--- config.mk ---
export PLATFORM = sky130hd
export DESIGN_NAME = entropy_collector_flat
export DESIGN_NICKNAME = d
export VERILOG_FILES = /design/src/rtl/entropy_collector_pkg.sv /design/src/rtl/entropy_collector_if.sv /design/src/rtl/entropy_rep_test.sv /design/src/rtl/entropy_collector.sv /design/src/flat_wrapper.sv
export SDC_FILE = /design/constraint.sdc
export NUM_CORES = 1
export LEC_CHECK = 0
export ABC_AREA = 1
export ABC_CLOCK_PERIOD_IN_PS = 3100
export BUFFER_PORTS_ARGS = -buffer_cell sky130_fd_sc_hd__buf_2
export CAP_MARGIN = 20
export CORE_AREA = 2 2 255 257
export CTS_BUF_LIST = sky130_fd_sc_hd__clkbuf_2
export CTS_CLUSTER_SIZE = 10
export DETAILED_ROUTE_END_ITERATION = 7
export DIE_AREA = 0 0 257 259
export PLACE_DENSITY = 0.65
export SYNTH_ARGS = -nofsm -noshare
export SYNTH_HDL_FRONTEND = slang
export SYNTH_SLANG_ARGS = --single-unit
--- constraint.sdc ---
create_clock -name clk -period 3.1 [get_ports clk]
set_input_delay 0.62 -clock clk [delete_from_list [all_inputs] [get_ports clk]]
set_output_delay 0.62 -clock clk [all_outputs]
set_load 0.02 [all_outputs]
--- src/rtl/entropy_collector_pkg.sv ---
// Shared trng definitions: entropy word width, collector FSM encoding and block slot helper.
package entropy_collector_pkg;

  localparam int unsigned EntropyWidth = 32;

  typedef enum logic [1:0] {
    StIdle    = 2'd0,
    StCollect = 2'd1,
    StAck     = 2'd2,
    StFull    = 2'd3
  } collector_state_e;

  // Word 0 lives in the MSBs of the packed block.
  function automatic int unsigned slot_lsb(input int unsigned num_words, input int unsigned slot);
    return (num_words - 1 - slot) * EntropyWidth;
  endfunction

endpackage

--- src/rtl/entropy_collector_if.sv ---
// Entropy source word handshake and mixer block handshake as seen by one collector.
interface entropy_collector_if #(
  parameter int unsigned NUM_WORDS = 16
);
  localparam int unsigned WordW  = entropy_collector_pkg::EntropyWidth;
  localparam int unsigned BlockW = NUM_WORDS * WordW;

  logic              entropy_syn;
  logic [WordW-1:0]  entropy_data;
  logic              entropy_ack;
  logic              block_syn;
  logic [BlockW-1:0] block_data;
  logic              block_ack;

  modport slave (
    input  entropy_syn,
    input  entropy_data,
    input  block_ack,
    output entropy_ack,
    output block_syn,
    output block_data
  );

  modport master (
    output entropy_syn,
    output entropy_data,
    output block_ack,
    input  entropy_ack,
    input  block_syn,
    input  block_data
  );

endinterface

--- src/rtl/entropy_rep_test.sv ---
// Repetition-count health test over accepted entropy words; fail_o is a registered pulse.
module entropy_rep_test
  import entropy_collector_pkg::*;
#(
  parameter int unsigned REP_LIMIT = 8
) (
  input  logic                    clk,
  input  logic                    reset_n,
  input  logic                    clear_i,
  input  logic                    accept_i,
  input  logic [EntropyWidth-1:0] data_i,
  output logic                    fail_o
);

  logic [EntropyWidth-1:0] last_q, last_d;
  logic [31:0]             ctr_q, ctr_d;
  logic                    fail_q, fail_d;
  logic [31:0]             ctr_inc;
  logic [31:0]             ctr_new;
  logic                    hit;

  always_comb begin
    ctr_inc = (ctr_q == 32'hffff_ffff) ? ctr_q : ctr_q + 32'd1;
    ctr_new = (data_i == last_q) ? ctr_inc : 32'd1;
    hit     = (REP_LIMIT != 0) && (ctr_new >= 32'(REP_LIMIT));
  end

  always_comb begin
    last_d = last_q;
    ctr_d  = ctr_q;
    fail_d = 1'b0;
    if (clear_i) begin
      // A zero count makes the first word after a clear start at 1 whatever its value.
      last_d = '0;
      ctr_d  = '0;
    end else if (accept_i) begin
      last_d = data_i;
      ctr_d  = hit ? 32'd1 : ctr_new;
      fail_d = hit;
    end
  end

  always_ff @(posedge clk or negedge reset_n) begin
    if (!reset_n) begin
      last_q <= '0;
      ctr_q  <= '0;
      fail_q <= 1'b0;
    end else begin
      last_q <= last_d;
      ctr_q  <= ctr_d;
      fail_q <= fail_d;
    end
  end

  assign fail_o = fail_q;

endmodule

--- src/rtl/entropy_collector.sv ---
// Collects entropy words from one source, health-tests them and offers packed blocks to the mixer.
module entropy_collector
  import entropy_collector_pkg::*;
#(
  parameter int unsigned NUM_WORDS = 16,
  parameter int unsigned REP_LIMIT = 8
) (
  input  logic        clk,
  input  logic        reset_n,
  input  logic        enable,
  input  logic        entropy_enabled,
  entropy_collector_if.slave bus,
  output logic        rep_error,
  output logic [31:0] words_accepted,
  output logic [31:0] rep_errors
);

  localparam int unsigned BlockW = NUM_WORDS * EntropyWidth;
  localparam int unsigned CtrW   = $clog2(NUM_WORDS);

  collector_state_e  state_q, state_d;
  logic [CtrW-1:0]   word_ctr_q, word_ctr_d;
  logic              ack_q, ack_d;
  logic              block_syn_q, block_syn_d;
  logic [BlockW-1:0] block_q, block_d;
  logic [31:0]       words_q, words_d;
  logic [31:0]       errs_q, errs_d;

  logic run;
  logic accept;
  logic rep_clear;
  logic rep_fail;

  assign run       = enable & entropy_enabled;
  assign accept    = (state_q == StCollect) & run & bus.entropy_syn;
  assign rep_clear = (state_q == StIdle);

  entropy_rep_test #(
    .REP_LIMIT(REP_LIMIT)
  ) u_rep_test (
    .clk     (clk),
    .reset_n (reset_n),
    .clear_i (rep_clear),
    .accept_i(accept),
    .data_i  (bus.entropy_data),
    .fail_o  (rep_fail)
  );

  always_comb begin
    state_d     = state_q;
    word_ctr_d  = word_ctr_q;
    ack_d       = 1'b0;
    block_syn_d = block_syn_q;
    block_d     = block_q;
    words_d     = words_q;
    errs_d      = errs_q;
    unique case (state_q)
      StIdle: begin
        if (run) begin
          state_d    = StCollect;
          word_ctr_d = '0;
        end
      end
      StCollect: begin
        if (!run) begin
          state_d = StIdle;
        end else if (bus.entropy_syn) begin
          block_d[slot_lsb(NUM_WORDS, 32'(word_ctr_q)) +: EntropyWidth] = bus.entropy_data;
          ack_d   = 1'b1;
          words_d = words_q + 32'd1;
          state_d = StAck;
        end
      end
      StAck: begin
        if (rep_fail) begin
          errs_d     = (errs_q == 32'hffff_ffff) ? errs_q : errs_q + 32'd1;
          word_ctr_d = '0;
          state_d    = StCollect;
        end else if (word_ctr_q == CtrW'(NUM_WORDS - 1)) begin
          block_syn_d = 1'b1;
          state_d     = StFull;
        end else begin
          word_ctr_d = word_ctr_q + 1'b1;
          state_d    = run ? StCollect : StIdle;
        end
      end
      StFull: begin
        // A block_ack in the same cycle as run dropping still consumes the block.
        if (bus.block_ack) begin
          block_syn_d = 1'b0;
          word_ctr_d  = '0;
          state_d     = run ? StCollect : StIdle;
        end else if (!run) begin
          block_syn_d = 1'b0;
          state_d     = StIdle;
        end
      end
      default: state_d = StIdle;
    endcase
  end

  always_ff @(posedge clk or negedge reset_n) begin
    if (!reset_n) begin
      state_q     <= StIdle;
      word_ctr_q  <= '0;
      ack_q       <= 1'b0;
      block_syn_q <= 1'b0;
      block_q     <= '0;
      words_q     <= '0;
      errs_q      <= '0;
    end else begin
      state_q     <= state_d;
      word_ctr_q  <= word_ctr_d;
      ack_q       <= ack_d;
      block_syn_q <= block_syn_d;
      block_q     <= block_d;
      words_q     <= words_d;
      errs_q      <= errs_d;
    end
  end

  assign bus.entropy_ack = ack_q;
  assign bus.block_syn   = block_syn_q;
  assign bus.block_data  = block_q;
  assign rep_error       = rep_fail;
  assign words_accepted  = words_q;
  assign rep_errors      = errs_q;

endmodule

--- src/flat_wrapper.sv ---
// flat-port wrapper written by rule: the top's interface ports become plain ports
module entropy_collector_flat import entropy_collector_pkg::*;
#(
  parameter int unsigned NUM_WORDS = 16,
  parameter int unsigned REP_LIMIT = 8
)
  (clk, reset_n, enable, entropy_enabled, rep_error, words_accepted, rep_errors, bus_entropy_syn, bus_entropy_data, bus_block_ack, bus_entropy_ack, bus_block_syn, bus_block_data);
  entropy_collector_if #(.NUM_WORDS(NUM_WORDS)) bus_i ();
  input  logic clk;
  input  logic reset_n;
  input  logic enable;
  input  logic entropy_enabled;
  output logic rep_error;
  output logic [31:0] words_accepted;
  output logic [31:0] rep_errors;
  input wire logic [$bits(bus_i.entropy_syn)-1:0] bus_entropy_syn;
  input wire logic [$bits(bus_i.entropy_data)-1:0] bus_entropy_data;
  input wire logic [$bits(bus_i.block_ack)-1:0] bus_block_ack;
  output wire logic [$bits(bus_i.entropy_ack)-1:0] bus_entropy_ack;
  output wire logic [$bits(bus_i.block_syn)-1:0] bus_block_syn;
  output wire logic [$bits(bus_i.block_data)-1:0] bus_block_data;
  assign bus_i.entropy_syn = bus_entropy_syn;
  assign bus_i.entropy_data = bus_entropy_data;
  assign bus_i.block_ack = bus_block_ack;
  assign bus_entropy_ack = bus_i.entropy_ack;
  assign bus_block_syn = bus_i.block_syn;
  assign bus_block_data = bus_i.block_data;
  entropy_collector #(.NUM_WORDS(NUM_WORDS), .REP_LIMIT(REP_LIMIT)) u_core (.clk(clk), .reset_n(reset_n), .enable(enable), .entropy_enabled(entropy_enabled), .bus(bus_i), .rep_error(rep_error), .words_accepted(words_accepted), .rep_errors(rep_errors));
endmodule
==> results.py, run 1 <==
metrics = {
    "clock_tree": {
        "clock_latency_ps": 1340,
        "clk_root_buffer_cell": "clkbuf_2",
        "cts_tree": "yes",
        "cts.htree.levels": 4,
        "cts.sinks": 649,
        "cts_buffers": 172,
        "clkTransAtPathRegs_ps": 90,
        "cts_buffer_depth": 3,
    },
    "critical_path": {
        "crit_fanout": 32,
        "worstPathBufferInverterCount": 10,
        "path_class": "input pin to flip-flop",
        "endpoint_kind": "flip-flop",
        "cp.required_ps": 4310,
        "start_kind": "input pin",
        "crit_family": "buffers and inverters",
        "crit_chain": "dlygate4sd3_1 -> buf_2 -> nand2_2 -> dlygate4sd3_1 -> inv_2 -> nand2_1 -> dlygate4sd3_1 -> nor2_4 -> buf_4 -> inv_2 -> nor3_4 -> buf_12 -> inv_2 -> nor2_4 -> clkbuf_16 -> nor2_1 -> a21oi_1",
        "slowest_stage": "dlygate4sd3_1",
        "cp_data_arrival_time_ps": 4380,
        "cpPeakStageDelay_ps": 650,
    },
    "logic_synthesis": {
        "ys_ff_latch": 649,
        "syn_nets": 3172,
        "ys_async_sr_fraction_pct": 100,
        "syn_area_per_cell_um2": 9.06,
        "yosys.area.top_type": "dfrtp_1",
        "ys.flop_type": "dfrtp_1",
        "yosysWarningCount": 0,
        "synthDistinctLibCells": 37,
        "synth_edf_count": 0,
        "syn_area_um2": 28400,
        "synth.yosys.seq_area_share_pct": 57.3,
        "synthCells": 3129,
        "yosys-top-cells-area": "dfrtp_1 (57%), nand2_1 (7.8%), nor2_1 (4.1%)",
        "yosysTopAreaCellShare_pct": 57.3,
    },
    "placed_design": {
        "dp.cells": 4529,
        "place.gp.congestion": 0.954,
        "placed_area_um2": 32900,
        "hpwl_mm": 71.3,
        "io_buffers": 616,
    },
    "sta": {
        "holdWs_ps": 237,
        "finalCriticalPeriod_ps": 3170,
        "slew_violations": 0,
        "worst_slack_ps": -73.4,
        "tns_ps": -1030,
        "fin_crit_sh_pct": 102,
        "hold_viol": 0,
        "max_freq_ghz": 0.315,
        "worst_pin_slew_ps": 982,
        "clock_skew_ps": 101,
        "finalSetupViolCount": 35,
        "slew_headroom_pct": 34.1,
    },
    "global_routing": {
        "grt_pass1_vias": 24500,
        "grt_usage_pct": 29.8,
        "grt_pass1_wl_mm": 151,
        "grt-ovfl-total": 0,
        "grt_max_degree": 129,
        "antenna_found_initial": 1,
    },
    "drt": {
        "vias_per_cell": 5.28,
        "drt-initial-drc-count": 2383,
        "vias": 25700,
        "route.detailed.drc": 0,
        "firstDrtPassIters": 7,
        "drt-wirelength-per-cell_um": 20.6,
        "drt.antenna.violating_nets": 0,
        "routed_wl_mm": 101,
    },
    "run_status": {
        "violations": "negative setup slack",
        "status": "finished, violations left",
    },
    "die": {
        "die_w_um": 257,
        "fp-row-count": 93,
        "dieArea_um2": 66600,
        "core_area_um2": 63900,
        "ioPinCount": 617,
        "die_height_um": 259,
        "initial_utilization_pct": 44.4,
    },
    "run": {
        "maxCapViolCount": 0,
    },
    "pwr": {
        "pwr_density_cell_nw_per_um2": 571,
        "leakagePower_uw": 0.0187,
        "peakVddDrop_mv": 0.378,
    },
    "final_layout": {
        "fillers": 6086,
        "layout-drive-gt1-share_pct": 28.8,
        "syn_to_final_growth_pct": 23.7,
        "stdcell_area_um2": 35100,
        "nets": 3940,
        "fin_cells": 4874,
    },
    "hold_path": {
        "hp-class": "input pin to flip-flop",
    },
}
==> layout by cell type, fill, tap and decap left out, drive strengths merged <==
cell type    instances
buf                733
dfrtp              649
nand2              596
nor2               328
inv                287
clkbuf             259
nand3              220
a21oi              199
o21ai              177
nor3               134
mux2                97
a31oi               65
o31ai               61
xor2                51
dlygate4sd3         41
o22ai               33
clkinv              30
nand4               19
xnor2               13
nor4                 9
ha                   5
bufinv               4
mux2i                3
diode                1
nand3b               1
a221oi               1
or2                  1
o22a                 1
clkinvlp             1
==> report_power, final <==
group	internal (uW)	switching, uW	total [uW]
clock	2540	3600	6140
combinational	1300	2980	4280
sequential	9180	445	9620
==> final cells by class <==
type / instances / area (um2) / share of cell area, %
sequential: 649 / 16200 / 46.3
multi-input combinational: 2014 / 10400 / 29.6
timing repair buffer: 776 / 4760 / 13.6
clock buffer: 257 / 1290 / 3.67
tap: 855 / 1070 / 3.05
inverter: 284 / 1070 / 3.04
clock inverter: 38 / 287 / 0.817
antenna: 1 / 2.50 / 0.00713
==> metal layers <==
metal,vias to the layer above,wire length [um],track usage (%)
met3,207,6940,6.31
met5,-,0,0
met4,0,4580,14.5
li1,12000,-,-
met1,12500,40800,38.3
met2,1072,48300,48.2
==> tightest hold or removal path, stage by stage <==
cell,delay [ps]
dlygate4sd3_1,530
buf_2,130
a221oi_1,70
a21oi_1,140
==> Yosys cell counts (all sizes together) (61+ instances only) <==
library cell  instances
nand2               596
o31ai                61
mux2                 97
nand3               220
o21ai               177
nor3                134
clkbuf              113
inv                 284
nor2                328
buf                  69
a31oi                65
a21oi               199
dfrtp               649
==> kinds of logic after synthesis <==
logic type                 count (synthesis)  share of synthesized area (%)
AOI/OAI and AO/OA                        537                           10.5
xor gates and xnor gates                  64                           1.98
adders and majority gates                  5                          0.221
buffers and inverters                    466                           6.46
DFF                                      649                           57.3
muxes                                    100                           3.96
and+or+nand+nor                         1308                           19.6
==> timing repair <==
action | in CTS | in global routing
hold buffers | 42 | 0
buffers inserted | 0 | 5
hold endpoints to repair | 1093 | 0
gates resized for setup | 0 | 9
endpoints found under the setup margin | 0 | 222
==> flip-flops by register name, summed over array words and instances, names as in the netlist <==
| signal | cells |
|---|---|
| u_core.rep_errors | 32 |
| u_core.word_ctr_q | 4 |
| u_core.bus.entropy_ack | 1 |
| u_core.words_accepted | 32 |
| u_core.u_rep_test.ctr_q | 32 |
| u_core.u_rep_test.fail_o | 1 |
| u_core.u_rep_test.last_q | 32 |
| u_core.bus.block_syn | 1 |
| u_core.bus.block_data | 512 |
| u_core.state_q | 2 |
==> final timing paths <==
kind	start	endpoint	slack (ps)	cells after the start
hold / removal	bus_block_ack	u_core.state_q[0]$_DFFE_PN0P_	240	4
min in group asynchronous	reset_n	u_core.bus.block_data[18]$_DFFE_PN0P_	540	4
setup / recovery	entropy_enabled	u_core.bus.block_data[386]$_DFFE_PN0P_	-70	17
max in group asynchronous	reset_n	u_core.bus.block_data[496]$_DFFE_PN0P_	1940	5
setup reg to reg	u_core.u_rep_test.ctr_q[1]$_DFFE_PN0P_	u_core.u_rep_test.ctr_q[2]$_DFFE_PN0P_	440	16
hold reg to reg	u_core.words_accepted[31]$_DFFE_PN0P_	u_core.words_accepted[31]$_DFFE_PN0P_	480	1
==> through the flow <==
stage | utilization, % | setup WS [ps] | total power, uW
finish | 54.9 | -73.4 | 20000
CTS | 54.7 | 39.4 | 20200
floorplan | - | 858 | 12000
detailed placement | 51.6 | 289 | 14000
global placement | 51.6 | 329 | 14000
global route | 54.9 | -18.5 | 21100
No activity file was read; power rests on OpenSTA's default activity.
==> inputs of run 2 (changes only) <==
--- a/config.mk
+++ b/config.mk
@@ -9,12 +9,14 @@
 export ABC_CLOCK_PERIOD_IN_PS = 3100
 export BUFFER_PORTS_ARGS = -buffer_cell sky130_fd_sc_hd__buf_2
 export CAP_MARGIN = 20
-export CORE_AREA = 2 2 255 257
+export CELL_PAD_IN_SITES_DETAIL_PLACEMENT = 1
+export CELL_PAD_IN_SITES_GLOBAL_PLACEMENT = 1
+export CORE_AREA = 2 2 311 313
 export CTS_BUF_LIST = sky130_fd_sc_hd__clkbuf_2
 export CTS_CLUSTER_SIZE = 10
 export DETAILED_ROUTE_END_ITERATION = 7
-export DIE_AREA = 0 0 257 259
-export PLACE_DENSITY = 0.65
+export DIE_AREA = 0 0 313 315
+export PLACE_DENSITY = 0.59
 export SYNTH_ARGS = -nofsm -noshare
 export SYNTH_HDL_FRONTEND = slang
 export SYNTH_SLANG_ARGS = --single-unit
==> results.py, run 2 (synthesis gave the netlist of run 1 again) <==
metrics = {
    "critical_path": {
        "crit_fanout": 30,
        "start_kind": "input pin",
        "r2r-start": "u_core.word_ctr_q[0]$_DFFE_PN0P_",
        "cp.required_ps": 4390,
        "reg2regPathDepth": 8,
        "path_class": "input pin to flip-flop",
        "ff2ff_setup_slack_ps": 290,
        "cp_data_arrival_time_ps": 4250,
        "endpoint_kind": "flip-flop",
        "r2r-end": "u_core.bus.block_data[99]$_DFFE_PN0P_",
    },
    "die": {
        "fp-row-count": 114,
        "die_height_um": 315,
        "core_area_um2": 95700,
        "ioPinCount": 617,
        "dieArea_um2": 98600,
        "initial_utilization_pct": 29.6,
        "die_w_um": 313,
    },
    "final_layout": {
        "final_cell_mix": "dfrtp_1 (648), buf_2 (615), nand2_1 (584)",
        "syn_to_final_growth_pct": 25.8,
        "final_util_pct": 37.3,
        "layout-drive-gt1-share_pct": 28.3,
        "nets": 3961,
        "final_common_cell": "dfrtp_1",
        "fillers": 11600,
        "seq_area_um2": 16200,
        "multiInputGateArea_um2": 10400,
        "largest_reg_flops": 512,
    },
    "sta": {
        "finalSetupViolCount": 0,
        "slew_headroom_pct": 27.1,
        "hold_viol": 0,
        "slew_violations": 0,
        "rsz0062_at_grt": "false",
        "worst_pin_slew_ps": 1090,
        "tns_ps": 0,
        "fin_crit_sh_pct": 95.4,
        "max_freq_ghz": 0.338,
        "clock_skew_ps": 81.8,
        "finalCriticalPeriod_ps": 2960,
    },
    "global_routing": {
        "grt_pass1_wl_mm": 173,
        "grt_pass1_vias": 26500,
        "grt_usage_pct": 23.4,
        "antenna_found_initial": 4,
        "grt-ovfl-total": 0,
        "grt_max_degree": 129,
    },
    "drt": {
        "route.detailed.drc": 0,
        "routed_wl_mm": 117,
        "firstDrtPassIters": 5,
        "vias_per_cell": 4.82,
        "drt.antenna.violating_nets": 0,
        "vias": 25600,
        "drt-initial-drc-count": 1509,
        "drt-wirelength-per-cell_um": 21.9,
    },
    "pwr": {
        "pwr-share-comb_pct": 21.7,
        "intPower_uw": 13000,
        "pwr-share-seq_pct": 47.2,
        "leakagePower_uw": 0.0188,
        "peakVddDrop_mv": 0.332,
        "switching_share_pct": 36.0,
        "pwr_density_cell_nw_per_um2": 571,
        "power_frac_clock_pct": 31.1,
        "power.total_uw": 20400,
        "power.switching_uw": 7330,
    },
    "clock_tree": {
        "cts_buffers": 181,
        "clock_latency_ps": 1450,
        "clkTransAtPathRegs_ps": 90,
        "cts_buffer_depth": 3,
        "cts.htree.levels": 4,
        "clk_root_buffer_cell": "clkbuf_2",
        "cts.sinks": 649,
        "cts_tree": "yes",
    },
    "placed_design": {
        "hpwl_mm": 82.5,
        "io_buffers": 616,
        "place.gp.congestion": 0.854,
    },
    "hold_path": {
        "hold_start": "bus_entropy_data[25]",
        "hold_end": "u_core.bus.block_data[153]$_DFFE_PN0P_",
        "whs_path_depth": 4,
        "hp-class": "input pin to flip-flop",
    },
    "run": {
        "maxCapViolCount": 0,
    },
    "run_status": {
        "status": "finished, final reports clean",
    },
}
-- run 2: metal layers --
layer | vias up | wire [um] | GRT usage (%)
met5 | - | 0 | 0
met4 | 0 | 3780 | 9.06
met3 | 186 | 5830 | 5.18
met2 | 670 | 57600 | 39.7
met1 | 12800 | 49400 | 29.1
li1 | 12000 | - | -
-- run 2: worst max-delay path, stage by stage --
cell and delay, ps:
dlygate4sd3_1 520, dlygate4sd3_1 550, buf_2 190, dlygate4sd3_1 700, inv_2 130, nand2_1 80
nand2_1 60, a21oi_1 140, nand2_1 70, nor2_1 80, nand2_1 90, nor2_4 140
buf_12 200, nand3_1 150, nand2_1 130, nor2_1 40, nand2_1 130, nor2_2 90
nand3_1 80, nand2_1 50
-- run 2: area by class of cell --
class,count,area share [%]
clock buffers,270,3.79
clock inverters,36,0.659
multi-input cells,2014,29.1
flip-flops and latches,649,45.5
inverters,284,2.99
repair buffers,788,13.5
well taps,1276,4.47
diodes,3,0.0210
-- run 2: repair_timing --
item	4_1_cts	5_1_grt
buffers inserted	0	1
endpoints found under the setup margin	0	21
hold buffers	75	0
gates resized for setup	0	2
endpoints found under the hold margin	1217	0
-- run 2: worst max path at each step --
stage	from	endpoint	slack, ps	cells after the start
global placement	enable	u_core.bus.block_data[222]$_DFFE_PN0P_	310	11
CTS	u_core.bus.block_data[23]$_DFFE_PN0P_	bus_block_data[23]	110	1
global route	bus_entropy_data[30]	u_core.u_rep_test.fail_o$_DFF_PN0_	30	19
floorplan	u_core.word_ctr_q[0]$_DFFE_PN0P_	u_core.bus.block_data[342]$_DFFE_PN0P_	860	9
detailed placement	u_core.word_ctr_q[0]$_DFFE_PN0P_	u_core.bus.block_data[237]$_DFFE_PN0P_	220	9
finish	bus_entropy_data[30]	u_core.u_rep_test.ctr_q[2]$_DFFE_PN0P_	140	20
-- run 2: through the flow --
stage | hold WS, ps | worst slack (ps) | cells | instance area (um2)
6_report | 247 | 142 | 5320 | 35700
4_1_cts | 2.12 | 107 | 5316 | 35600
3_5_place_dp | 463 | 223 | 4935 | 33300
3_3_place_gp | 459 | 315 | 4934 | 33300
2_1_floorplan | 324 | 858 | 3129 | 28400
5_1_grt | 133 | 27.3 | 5320 | 35700
-- run 2: power groups by stage --
| stage | Combinational (uW) | Clock [uW] | Sequential, uW |
|---|---|---|---|
| floorplan | 1480 | 0 | 10500 |
| CTS | 4500 | 6670 | 9610 |
| global route | 4800 | 7060 | 9700 |
| finish | 4420 | 6340 | 9600 |
| global placement | 4330 | 0 | 9750 |
| detailed placement | 4380 | 0 | 9770 |
==> inputs of run 3 (changes only) <==
--- a/config.mk
+++ b/config.mk
@@ -9,7 +9,7 @@
 export ABC_CLOCK_PERIOD_IN_PS = 3100
 export BUFFER_PORTS_ARGS = -buffer_cell sky130_fd_sc_hd__buf_2
 export CAP_MARGIN = 20
-export CELL_PAD_IN_SITES_DETAIL_PLACEMENT = 1
+export CELL_PAD_IN_SITES_DETAIL_PLACEMENT = 0
 export CELL_PAD_IN_SITES_GLOBAL_PLACEMENT = 1
 export CORE_AREA = 2 2 311 313
 export CTS_BUF_LIST = sky130_fd_sc_hd__clkbuf_2
==> results.py, run 3 (synthesis gave the netlist of run 1 again) <==
metrics = {
    "run_status": {
        "status": "finished, final reports clean",
    },
    "pwr": {
        "peakVddDrop_mv": 0.355,
        "leakagePower_uw": 0.0188,
        "power.total_uw": 20300,
        "pwr_density_cell_nw_per_um2": 569,
    },
    "final_layout": {
        "syn_to_final_growth_pct": 25.9,
        "final_cell_mix": "dfrtp_1 (648), buf_2 (615), nand2_1 (584)",
        "layout-drive-gt1-share_pct": 28.3,
        "multiInputGateArea_um2": 10400,
        "fillers": 10100,
        "final_common_cell": "dfrtp_1",
        "nets": 3963,
        "seq_area_um2": 16200,
        "largest_reg_flops": 512,
    },
    "critical_path": {
        "endpoint_kind": "flip-flop",
        "cp.required_ps": 4400,
        "crit_start": "entropy_enabled",
        "crit_family": "buffers and inverters",
        "path_class": "input pin to flip-flop",
        "r2r-start": "u_core.word_ctr_q[0]$_DFFE_PN0P_",
        "slowest_stage": "dlygate4sd3_1",
        "cp_data_arrival_time_ps": 4280,
        "crit_fanout": 32,
        "cpPeakStageDelay_ps": 580,
        "crit_top_cell": "dlygate4sd3_1",
        "worstPathBufferInverterCount": 7,
        "start_kind": "input pin",
        "crit_chain": "dlygate4sd3_1 -> buf_2 -> dlygate4sd3_1 -> nand2_2 -> inv_2 -> nand2_1 -> dlygate4sd3_1 -> nor2_4 -> inv_2 -> nor3_4 -> nand3_2 -> buf_4 -> mux2_1",
    },
    "sta": {
        "finalSetupViolCount": 0,
        "tns_ps": 0,
        "slew_headroom_pct": 25.6,
        "rsz0062_at_grt": "false",
        "slew_violations": 0,
        "hold_viol": 0,
        "worst_pin_slew_ps": 1110,
        "clock_skew_ps": 131,
        "max_freq_ghz": 0.335,
        "finalCriticalPeriod_ps": 2980,
        "fin_crit_sh_pct": 96.1,
        "worst_slack_ps": 119,
    },
    "global_routing": {
        "grt_pass1_vias": 24600,
        "antenna_found_initial": 4,
        "grt_max_degree": 129,
        "grt_pass1_wl_mm": 165,
        "grt-ovfl-total": 0,
        "grt_usage_pct": 22.5,
    },
    "clock_tree": {
        "clkTransAtPathRegs_ps": 100,
        "cts_setup_buffers": 0,
        "cts.sinks": 649,
        "cts_tree": "yes",
        "cts.htree.levels": 4,
        "cts_buffer_depth": 3,
        "clock_latency_ps": 1500,
        "clk_root_buffer_cell": "clkbuf_2",
        "cts_buffers": 181,
    },
    "die": {
        "ioPinCount": 617,
        "fp-row-count": 114,
        "die_w_um": 313,
        "die_height_um": 315,
        "initial_utilization_pct": 29.6,
        "dieArea_um2": 98600,
        "core_area_um2": 95700,
    },
    "drt": {
        "drt-wirelength-per-cell_um": 21.0,
        "route.detailed.drc": 0,
        "drt.antenna.violating_nets": 0,
        "firstDrtPassIters": 5,
        "vias": 25000,
        "drt-initial-drc-count": 1763,
        "vias_per_cell": 4.69,
        "routed_wl_mm": 112,
    },
    "hold_path": {
        "hp-class": "input pin to flip-flop",
        "hold_start": "bus_entropy_data[6]",
    },
    "placed_design": {
        "place.gp.congestion": 0.854,
        "io_buffers": 616,
        "hpwl_mm": 79.2,
        "pre_cts_slack_ps": 230,
    },
    "run": {
        "maxCapViolCount": 0,
    },
}
[run 3: cell count changes in the layout (fill, tap and decap cells not counted), moves of 2 or more]
| cell | before | now |
|---|---|---|
| inv_6 | 1 | 3 |
| dlygate4sd3_1 | 74 | 76 |
| diode_2 | 3 | 5 |
| clkinv_1 | 21 | 23 |
| clkinv_2 | 2 | 7 |
| clkbuf_2 | 270 | 267 |
| clkinvlp_4 | 1 | 3 |
| inv_2 | 21 | 19 |
[run 3: worst register-to-register path, cell delays in order (launching register included)]
cell and delay [ps]:
dfrtp_2 480, inv_1 110, nor3_1 460, ha_4 300
inv_2 170, nor3_2 110, nand2_2 90, buf_4 460
mux2_2 440
[run 3: metrics by stage]
stage / utilization, % / hold WS (ps) / std cells / instance area (um2)
final: 37.3 / 215 / 5330 / 35700
after floorplan: - / 324 / 3129 / 28400
after global placement: 34.8 / 459 / 4934 / 33300
after CTS: 37.3 / 4.16 / 5324 / 35700
after global routing: 37.3 / 90.2 / 5330 / 35700
after detailed placement: 34.8 / 464 / 4935 / 33300
[run 3: layout make-up]
class / count / area share (%)
sequential: 649 / 45.5
multi-input combinational: 2014 / 29.1
timing repair buffer: 790 / 13.5
tap: 1276 / 4.47
clock buffer: 267 / 3.74
inverter: 284 / 2.99
clock inverter: 45 / 0.760
antenna: 5 / 0.0350
[run 3: power breakdown]
part | switching (uW) | internal [uW] | total (uW)
sequential | 415 | 9180 | 9590
combinational | 3070 | 1300 | 4370
clock | 3880 | 2490 | 6370
total | 7370 | 13000 | 20300
[run 3: final timing paths]
check / end / slack, ps / cells past startpoint
max in group asynchronous: u_core.rep_errors[12]$_DFFE_PN0P_ / 1880 / 5
hold reg to reg: u_core.bus.block_data[15]$_DFFE_PN0P_ / 480 / 2
min in group asynchronous: u_core.u_rep_test.ctr_q[2]$_DFFE_PN0P_ / 330 / 4
hold / removal: u_core.bus.block_data[6]$_DFFE_PN0P_ / 210 / 5
setup / recovery: u_core.bus.block_data[437]$_DFFE_PN0P_ / 120 / 13
setup reg to reg: u_core.bus.block_data[109]$_DFFE_PN0P_ / 240 / 8
[run 3: repair_timing]
| item | in CTS | in global routing |
|---|---|---|
| setup endpoints to repair | 0 | 44 |
| hold buffers | 77 | 0 |
| endpoints found under the hold margin | 1215 | 0 |
| gates resized for setup | 0 | 1 |
[run 3: routing by layer]
metal,vias to the layer above,share of wire (%),track usage (%)
met1,12000,42,28.6
met4,2,3.5,9.28
met5,-,0.012,0
met2,772,48,36.8
li1,12000,-,-
met3,193,6.0,5.42
